==> src/rtl/uart_rx_fifo.sv <==
// 8N1 UART receiver feeding a show-ahead byte FIFO with CTS flow control.
// Define UART_PARITY_EN for 8E1 framing with even-parity checking.
module uart_rx_fifo #(
  parameter int CLK_HZ     = 25000000,
  parameter int BAUD       = 115200,
  parameter int FIFO_DEPTH = 16,
  parameter int CTS_MARGIN = 4
) (
  input  logic                          clk,
  input  logic                          rst,
  input  logic                          uart_rx,
  input  logic                          rd_en,
  output logic [7:0]                    rd_data,
  output logic                          empty,
  output logic [$clog2(FIFO_DEPTH):0]   count,
  output logic                          uart_cts,
  output logic                          frame_err,
  output logic                          overrun
);

  localparam int DIV  = CLK_HZ / BAUD;
  localparam int HALF = DIV / 2;
  localparam int BW   = $clog2(DIV);
  localparam int AW   = $clog2(FIFO_DEPTH);

  localparam logic [BW-1:0] DIV_M1  = BW'(DIV - 1);
  localparam logic [BW-1:0] HALF_M1 = BW'(HALF - 1);
  localparam logic [AW:0]   CTS_TH  = (AW+1)'(FIFO_DEPTH - CTS_MARGIN - 1);
  localparam logic [AW:0]   FULL_N  = (AW+1)'(FIFO_DEPTH);

`ifdef UART_PARITY_EN
  typedef enum logic [2:0] {
    S_IDLE, S_START, S_DATA, S_PAR, S_STOP, S_BREAK
  } state_t;
`else
  typedef enum logic [2:0] {
    S_IDLE, S_START, S_DATA, S_STOP, S_BREAK
  } state_t;
`endif

  state_t          r_state;
  state_t          w_next;
  logic [1:0]      r_sync;
  logic [BW-1:0]   r_baud_cnt;
  logic [2:0]      r_bit;
  logic [7:0]      r_shift;
  logic [AW:0]     r_wr_ptr;
  logic [AW:0]     r_rd_ptr;
  logic [7:0]      r_mem [FIFO_DEPTH];
  logic            r_cts;
  logic            r_frame_err;
  logic            r_overrun;

  logic            w_rxs;
  logic            w_tick;
  logic            w_half;
  logic            w_push;
  logic            w_ferr;
  logic [AW:0]     w_count;
  logic            w_empty;
  logic            w_full;
  logic            w_pop;
  logic            w_wr;

  assign w_rxs  = r_sync[1];
  assign w_tick = (r_baud_cnt == DIV_M1);
  assign w_half = (r_baud_cnt == HALF_M1);

  always_ff @(posedge clk or posedge rst) begin
    if (rst) r_sync <= 2'b11;
    else     r_sync <= {r_sync[0], uart_rx};
  end

  always_ff @(posedge clk or posedge rst) begin
    if (rst) r_state <= S_IDLE;
    else     r_state <= w_next;
  end

  always_comb begin
    w_next = r_state;
    unique case (r_state)
      S_IDLE:  if (!w_rxs) w_next = S_START;
      S_START: if (w_half) w_next = w_rxs ? S_IDLE : S_DATA;
`ifdef UART_PARITY_EN
      S_DATA:  if (w_tick && r_bit == 3'd7) w_next = S_PAR;
      S_PAR:   if (w_tick) w_next = (w_rxs != ^r_shift) ? S_BREAK : S_STOP;
`else
      S_DATA:  if (w_tick && r_bit == 3'd7) w_next = S_STOP;
`endif
      S_STOP:  if (w_tick) w_next = w_rxs ? S_IDLE : S_BREAK;
      S_BREAK: if (w_rxs) w_next = S_IDLE;
      default: w_next = S_IDLE;
    endcase
  end

  always_comb begin
    w_push = 1'b0;
    w_ferr = 1'b0;
    if (r_state == S_STOP && w_tick) begin
      w_push = w_rxs;
      w_ferr = !w_rxs;
    end
`ifdef UART_PARITY_EN
    if (r_state == S_PAR && w_tick)
      w_ferr = (w_rxs != ^r_shift);
`endif
  end

  // Counter restarts on every state change so each state times from zero.
  always_ff @(posedge clk or posedge rst) begin
    if (rst) begin
      r_baud_cnt <= '0;
      r_bit      <= '0;
      r_shift    <= '0;
    end else begin
      if (r_state != w_next || r_state == S_IDLE || r_state == S_BREAK)
        r_baud_cnt <= '0;
      else if (w_tick)
        r_baud_cnt <= '0;
      else
        r_baud_cnt <= r_baud_cnt + BW'(1);
      if (r_state != S_DATA)
        r_bit <= '0;
      else if (w_tick)
        r_bit <= r_bit + 3'd1;
      if (r_state == S_DATA && w_tick)
        r_shift <= {w_rxs, r_shift[7:1]};
    end
  end

  assign w_count = r_wr_ptr - r_rd_ptr;
  assign w_empty = (w_count == '0);
  assign w_full  = (w_count == FULL_N);
  assign w_pop   = rd_en && !w_empty;
  assign w_wr    = w_push && (!w_full || w_pop);

  always_ff @(posedge clk) begin
    if (w_wr) r_mem[r_wr_ptr[AW-1:0]] <= r_shift;
  end

  always_ff @(posedge clk or posedge rst) begin
    if (rst) begin
      r_wr_ptr    <= '0;
      r_rd_ptr    <= '0;
      r_cts       <= 1'b0;
      r_frame_err <= 1'b0;
      r_overrun   <= 1'b0;
    end else begin
      if (w_wr)  r_wr_ptr <= r_wr_ptr + (AW+1)'(1);
      if (w_pop) r_rd_ptr <= r_rd_ptr + (AW+1)'(1);
      r_cts       <= (w_count <= CTS_TH);
      r_frame_err <= w_ferr;
      r_overrun   <= w_push && w_full && !w_pop;
    end
  end

  assign rd_data   = w_empty ? 8'h00 : r_mem[r_rd_ptr[AW-1:0]];
  assign empty     = w_empty;
  assign count     = w_count;
  assign uart_cts  = r_cts;
  assign frame_err = r_frame_err;
  assign overrun   = r_overrun;

endmodule

==> config.mk <==
export PLATFORM = sky130hd
export DESIGN_NAME = uart_rx_fifo
export DESIGN_NICKNAME = d
export VERILOG_FILES = /design/src/rtl/uart_rx_fifo.sv
export SDC_FILE = /design/constraint.sdc
export NUM_CORES = 1
export LEC_CHECK = 0
export CELL_PAD_IN_SITES_DETAIL_PLACEMENT = 1
export CELL_PAD_IN_SITES_GLOBAL_PLACEMENT = 1
export CORE_MARGIN = 10
export CORE_UTILIZATION = 55
export DETAILED_ROUTE_END_ITERATION = 16
export DONT_BUFFER_PORTS = 1
export PLACE_DENSITY_LB_ADDON = 0.08
export SLEW_MARGIN = 15
export SYNTH_ARGS = -nofsm -noshare
export SYNTH_HDL_FRONTEND = slang
export SYNTH_SLANG_ARGS = --single-unit
==> constraint.sdc <==
create_clock -name clk -period 7.3 [get_ports clk]
set_input_delay 0.73 -clock clk [delete_from_list [all_inputs] [get_ports clk]]
set_output_delay 0.73 -clock clk [all_outputs]
set_load 0.03 [all_outputs]
After elaboration in Yosys (flattened, before gate mapping)
Memories as Yosys holds them, arrays and structs flattened.
Cells that the tools add are included.
{"block": "word_totals", "regBits": 37, "latch_bits": 0, "ram_bits": 128, "romBits": 0, "in_bits": 4, "output_inout_bits": 17, "n_memories": 1}
{"block": "op_classes", "add_sub_neg": 5, "n_mul": 0, "div_mod_pow": 0, "order_cmp": 1, "n_eq_ne": 10, "shifts": 0, "mux": 17, "n_bitwise": 0, "n_reduce_logical": 17}
{"memory": "r_mem", "depth": 16, "word_bits": 8, "read_ports": 1, "rd_clocked_by_memory_dff": 0, "write_ports": 1, "line": "49", "rtl": "logic [7:0] r_mem [FIFO_DEPTH];"}
{"op": "$mux W3", "n": 8}
{"op": "$mux W8", "n": 3}
{"op": "$pmux W3 S5", "n": 1}
{"op": "$add A5 B1 Y5 const B", "n": 2}
{"op": "$add A8 B1 Y8 const B", "n": 1}
{"op": "$eq A8 B7 Y1 const B", "n": 1}
{"op": "$eq A8 B8 Y1 const B", "n": 1}
{"op": "$logic_and A1 B1 Y1", "n": 7}
{"op": "$eq A3 B2 Y1 const B", "n": 2}
{"op": "$eq A3 B3 Y1 const B", "n": 2}
{"op": "$eq A5 B5 Y1 const B", "n": 1}
{"op": "$le A5 B4 Y1 const B", "n": 1}
{"op": "$logic_not A5 Y1", "n": 1}
{"op": "$sub A5 B5 Y5", "n": 1}
{"op": "$logic_not A1 Y1", "n": 4}
{"op": "$mux W1", "n": 4}
{"op": "$add A3 B1 Y3 const B", "n": 1}
{"op": "$eq A3 B1 Y1 const B", "n": 1}
{"op": "$logic_not A3 Y1", "n": 1}
{"op": "$logic_or A1 B1 Y1", "n": 3}
{"op": "$ne A3 B2 Y1 const B", "n": 1}
{"op": "$ne A3 B3 Y1", "n": 1}
{"op": "$mux W2", "n": 1}
{"op": "$reduce_bool A2 Y1", "n": 1}

Depth between registers and ports, before layout
{"block": "logic_depth", "depth_word": 8, "depth_mapped": 12, "mapped_depth_nobuf": 10}

Least setup slack after synthesis
Ideal clock, no wire load.
{"block": "synth_path", "path_type": "flip-flop to output port", "startpoint": "reg r_rd_ptr[2]", "endpoint": "out rd_data[0]", "t_arrival_ns": 3.490, "slack_ns": 3.080, "path_stages_with_launch": 11, "path_cell_list": "dfrtp_1 buf_2 buf_2 inv_1 buf_2 ha_1 xor2_1 and4b_1 o22a_1 buf_2 a211oi_1"}
{"block": "synth_via", "elab_chain_cells": 3, "word_cells_on_any_way": 4, "classes_between": "add/sub (1); mux (1); reduce/logical (1); memory (1)"}
{"element": "start, declared", "line": "48", "rtl": "logic [AW:0] r_rd_ptr;"}
{"element": "start signal, assigned", "line": "150", "rtl": "if (w_pop) r_rd_ptr <= r_rd_ptr + (AW+1)'(1);"}
{"element": "$sub A5 B5 Y5", "line": "131", "rtl": "assign w_count = r_wr_ptr - r_rd_ptr;"}
{"element": "via count[2]", "line": "15", "rtl": "output logic [$clog2(FIFO_DEPTH):0] count,"}
{"element": "$logic_not A5 Y1", "line": "132", "rtl": "assign w_empty = (w_count == '0);"}
{"element": "via empty", "line": "14", "rtl": "output logic empty,"}
{"element": "$mux W8", "line": "157", "rtl": "assign rd_data = w_empty ? 8'h00 : r_mem[r_rd_ptr[AW-1:0]];"}
{"element": "end, declared", "line": "13", "rtl": "output logic [7:0] rd_data,"}
The timed path passes the listed nets, and every way through them passes these cells.

Worst setup path in the final report
{"block": "layout_path", "startpoint": "reg r_rd_ptr[2]", "endpoint": "out rd_data[2]"}
The elaborated chain is that of the path after synthesis.

==> impl.org <==
** Min path
- Path type of the worst min-delay path :: in -> async

** Power
- PD cells :: 318 mW/mm^2
- IR analysis of the VDD net gives a maximum drop of 0.000175 V.
- For this design the static power due to leakage is between 0.003 and 0.004 uW.

** Outcome
- Outcome :: finished, final reports clean

** STA
- Highest attainable clock frequency :: about 180 MHz
- Min Clock Period, post-route :: about 5.6 ns
- Across all hold checks on the routed design, the worst slack comes to 0.0762 ns.
- The final number of max-transition violations was 0.
- Setup violations remaining at the end of the flow were counted as 0.
- Across the routed clock network, the largest skew measured is 0.0106 ns.
- Number of endpoints with negative hold slack in the final report :: 0
- Slew at the pin closest to its max-slew limit :: between 1 and 1.5 ns
- After routing, the total negative slack on setup checks comes to 0 ns.
- Share of the cycle needed by the critical path after routing :: 0.772
- Headroom to the max-slew limit came out at 0.227.
- Unrepaired setup endpoints after global routing :: false

** Worst setup path
- Of all nets on the critical path, the largest fanout is 17.
- Launching element type of the critical path :: register
- Endpoint class of the critical path :: output pin
- At the worst endpoint, the arrival time is approximately 4.9 ns.
- CP required :: between 6 and 7 ns
- Start-to-end type of the worst setup path :: reg -> out

** Global route
- Vias in the first global route :: between 3,000 and 4,000
- Number of antenna violations at the first check in global routing :: 0
- Entering global routing, the biggest net connects 36 pins.
- Across every metal layer, demand over resource in global routing totals 0.177.
- First-pass GRT wire length :: 23,400 um
- The total overflow left after global routing is 0.

** Die
- Core area :: about 0.013 mm^2
- Area of the die :: about 0.018 mm^2
- I/O pin cnt :: 21
- Starting utilization of the core area :: 0.557
- From left edge to right edge, the die measures between 100 and 150 um.
- Site Rows :: 41
- Die extent in y :: about 130 um

** Synthesis
- Cells after synthesis :: 410
- When the netlist entered floorplanning its net count stood at roughly 430.
- Cell area after synthesis :: about 0.007 mm^2
- For this run, the leading register cell type out of synthesis is sky130_fd_sc_hd__edfxtp_1.
- Register bit count reported by yosys :: 165
- Of the synthesized area, sequential elements account for 0.684.
- For this run, asynchronously set or reset flops after synthesis account for 0.224.
- The commonest cells after synthesis are sky130_fd_sc_hd__edfxtp_1, sky130_fd_sc_hd__dfrtp_1, sky130_fd_sc_hd__mux4_2, sky130_fd_sc_hd__nand2_1, sky130_fd_sc_hd__nor2_1.
- After synthesis, the mean cell area works out to 17.0 um^2.
- Number of distinct library cells after synthesis :: 45
- The largest total area in the synthesized netlist belongs to sky130_fd_sc_hd__edfxtp_1.
- Synth area leaders :: sky130_fd_sc_hd__edfxtp_1, sky130_fd_sc_hd__dfrtp_1, sky130_fd_sc_hd__mux4_2
- For this run, the number of Yosys warnings is 0.
- The share of synthesized area in the top cell type comes to 0.551.
- Most frequent cell after synthesis :: sky130_fd_sc_hd__edfxtp_1
- Count of flip-flops with a built-in enable after synthesis :: 128

** CTS
- Source-to-sink clock delay at the later pin of the worst-skew pair :: roughly 0.42 ns
- Clock buffers created by TritonCTS :: 17
- In this run, post-CTS repair resized a total of 0 instances.
- Clock slew seen by the registers of the worst setup and hold paths :: approximately 0.06 ns
- CTS Hold Bufs :: 0
- Post-CTS Setup Bufs :: 0
- The clock net in this run drives a total of approximately 170 sinks.
- Clock Path Buffers :: 2
- CTS Root Buffer Type :: sky130_fd_sc_hd__clkbuf_16
- CTS H-tree depth :: 4
- CTS tree :: built

** Final layout
- The area growth from synthesis to layout is 11.8%.
- The sequential cells in the finished layout cover a total of 0.00477 mm^2.
- The multi-input combinational cells in the finished layout cover a total of about 0.0021 mm^2.
- Proportion of layout cells with a drive suffix above 1 :: 0.225
- Layout filler cell count :: about 1,100
- Diode count :: 0
- In the final design database the tool counted approximately 440 nets.

** Routing
- Detailed-route DRC error count :: 0
- The pre-antenna-repair detailed-routing pass consisted of 4 iterations.
- Via count :: about 3,600
- Antenna viol nets, final :: 0
- Routed WL per cell :: between 20 and 25 um
- For this block, the initial DRC count from the detailed router was roughly 300.
- Routed via count divided by cell count :: ~6
- The final layout contains routed wiring with a total length of between 10,000 and 15,000 um.

** Place
- The count of buffers added on input and output ports is 0.
- Summed over all nets, the half-perimeter wirelength after detailed placement is roughly 9700 um.
- Routability-driven placement finished with a final weighted congestion of between 0.7 and 0.8.

** Run
- Across the run, the number of max-cap violations was 0.
## cell usage in the layout, fill, tap and decap left out, drive strengths merged, types with 2 or more instances in the layout
cell type,netlist,layout
buf,15,8
xnor2,12,12
bufinv,0,4
and3,11,11
mux2i,11,11
dfstp,2,2
nand2b,4,4
nand2,22,22
nor2,21,21
inv,17,19
nor4,7,7
clkbuf,4,19
mux2,10,10
nand3,5,5
edfxtp,128,128
dfrtp,35,35
clkinvlp,0,3
o311ai,2,2
nand3b,3,3
ha,13,13
xor2,6,6
a211oi,10,10
a21oi,7,7
nor3,15,15
clkinv,1,5
o31ai,2,2
nand4b,3,3
mux4,32,32
## power breakdown
part           internal, uW  switching [uW]
registers              1020            43.5
clock network           571             351
logic                   158             339
## path summary, 6_finish.rpt
path                             start           end  slack [ns]  depth (start not counted)
hold reg to reg              r_sync[0]     r_sync[1]        0.36                          0
setup reg to reg           r_rd_ptr[2]  r_mem[12][0]        2.56                          7
min in group clk               uart_rx     r_sync[0]        0.31                          0
setup / recovery           r_rd_ptr[2]    rd_data[2]        1.66                          6
hold / removal                     rst   r_rd_ptr[2]        0.08                          1
max in group asynchronous          rst     r_sync[1]        6.53                          2
## layer usage
metal	part of all wire	vias up	wire length, um	GRT usage
li1	-	1600	-	-
met1	0.44	1912	6450	0.229
met2	0.51	71	7570	0.292
met3	0.037	10	540	0.0337
met4	0.010	0	150	0.0617
met5	0	-	0	0
## critical path, cell delays in order (launching register included)
cell,delay [ns]
sky130_fd_sc_hd__dfrtp_1,0.84
sky130_fd_sc_hd__inv_1,0.54
sky130_fd_sc_hd__ha_1,0.51
sky130_fd_sc_hd__xor2_1,0.72
sky130_fd_sc_hd__and4b_1,0.32
sky130_fd_sc_hd__o22a_1,0.51
sky130_fd_sc_hd__a211oi_1,1.02
## metrics by stage
stage | worst slack [ns] | util | total power, uW | instances | cell area [um^2]
2_1_floorplan | 3.08 | - | 1500 | 410 | 6980
3_3_place_gp | 2.23 | 0.572 | 1580 | 571 | 7160
3_5_place_dp | 2.04 | 0.572 | 1590 | 571 | 7160
4_1_cts | 1.57 | 0.621 | 2510 | 603 | 7770
5_1_grt | 1.45 | 0.623 | 2580 | 603 | 7800
6_report | 1.66 | 0.623 | 2480 | 603 | 7800
## layout make-up
class,instances,share of cell area
clock inverter,13,0.0229
clock buffer,19,0.0555
multi-input combinational,208,0.266
timing repair buffer,8,0.00770
tap,172,0.0276
sequential,165,0.612
inverter,18,0.00866
## logic make-up (layout without fill, tap and decap cells)
logic type | count (synthesis) | after routing | share of synthesized area
buffers and inverters | 37 | 58 | 0.0237
flip-flops | 165 | 165 | 0.684
AO/OA/AOI/OAI | 26 | 26 | 0.0328
multiplexers | 53 | 53 | 0.135
AND/OR/NAND/NOR | 97 | 97 | 0.0757
adder cells (fa/ha/maj) | 14 | 14 | 0.0262
XOR/XNOR | 18 | 18 | 0.0226
## sequential cells by signal (all words and copies together), names as in the netlist
signal	flops
r_mem	128
r_baud_cnt	8
r_shift	8
r_rd_ptr	5
r_wr_ptr	5
r_bit	3
r_state	3
r_sync	2
frame_err	1
overrun	1
uart_cts	1
No activity file was read; power rests on OpenSTA's default activity.
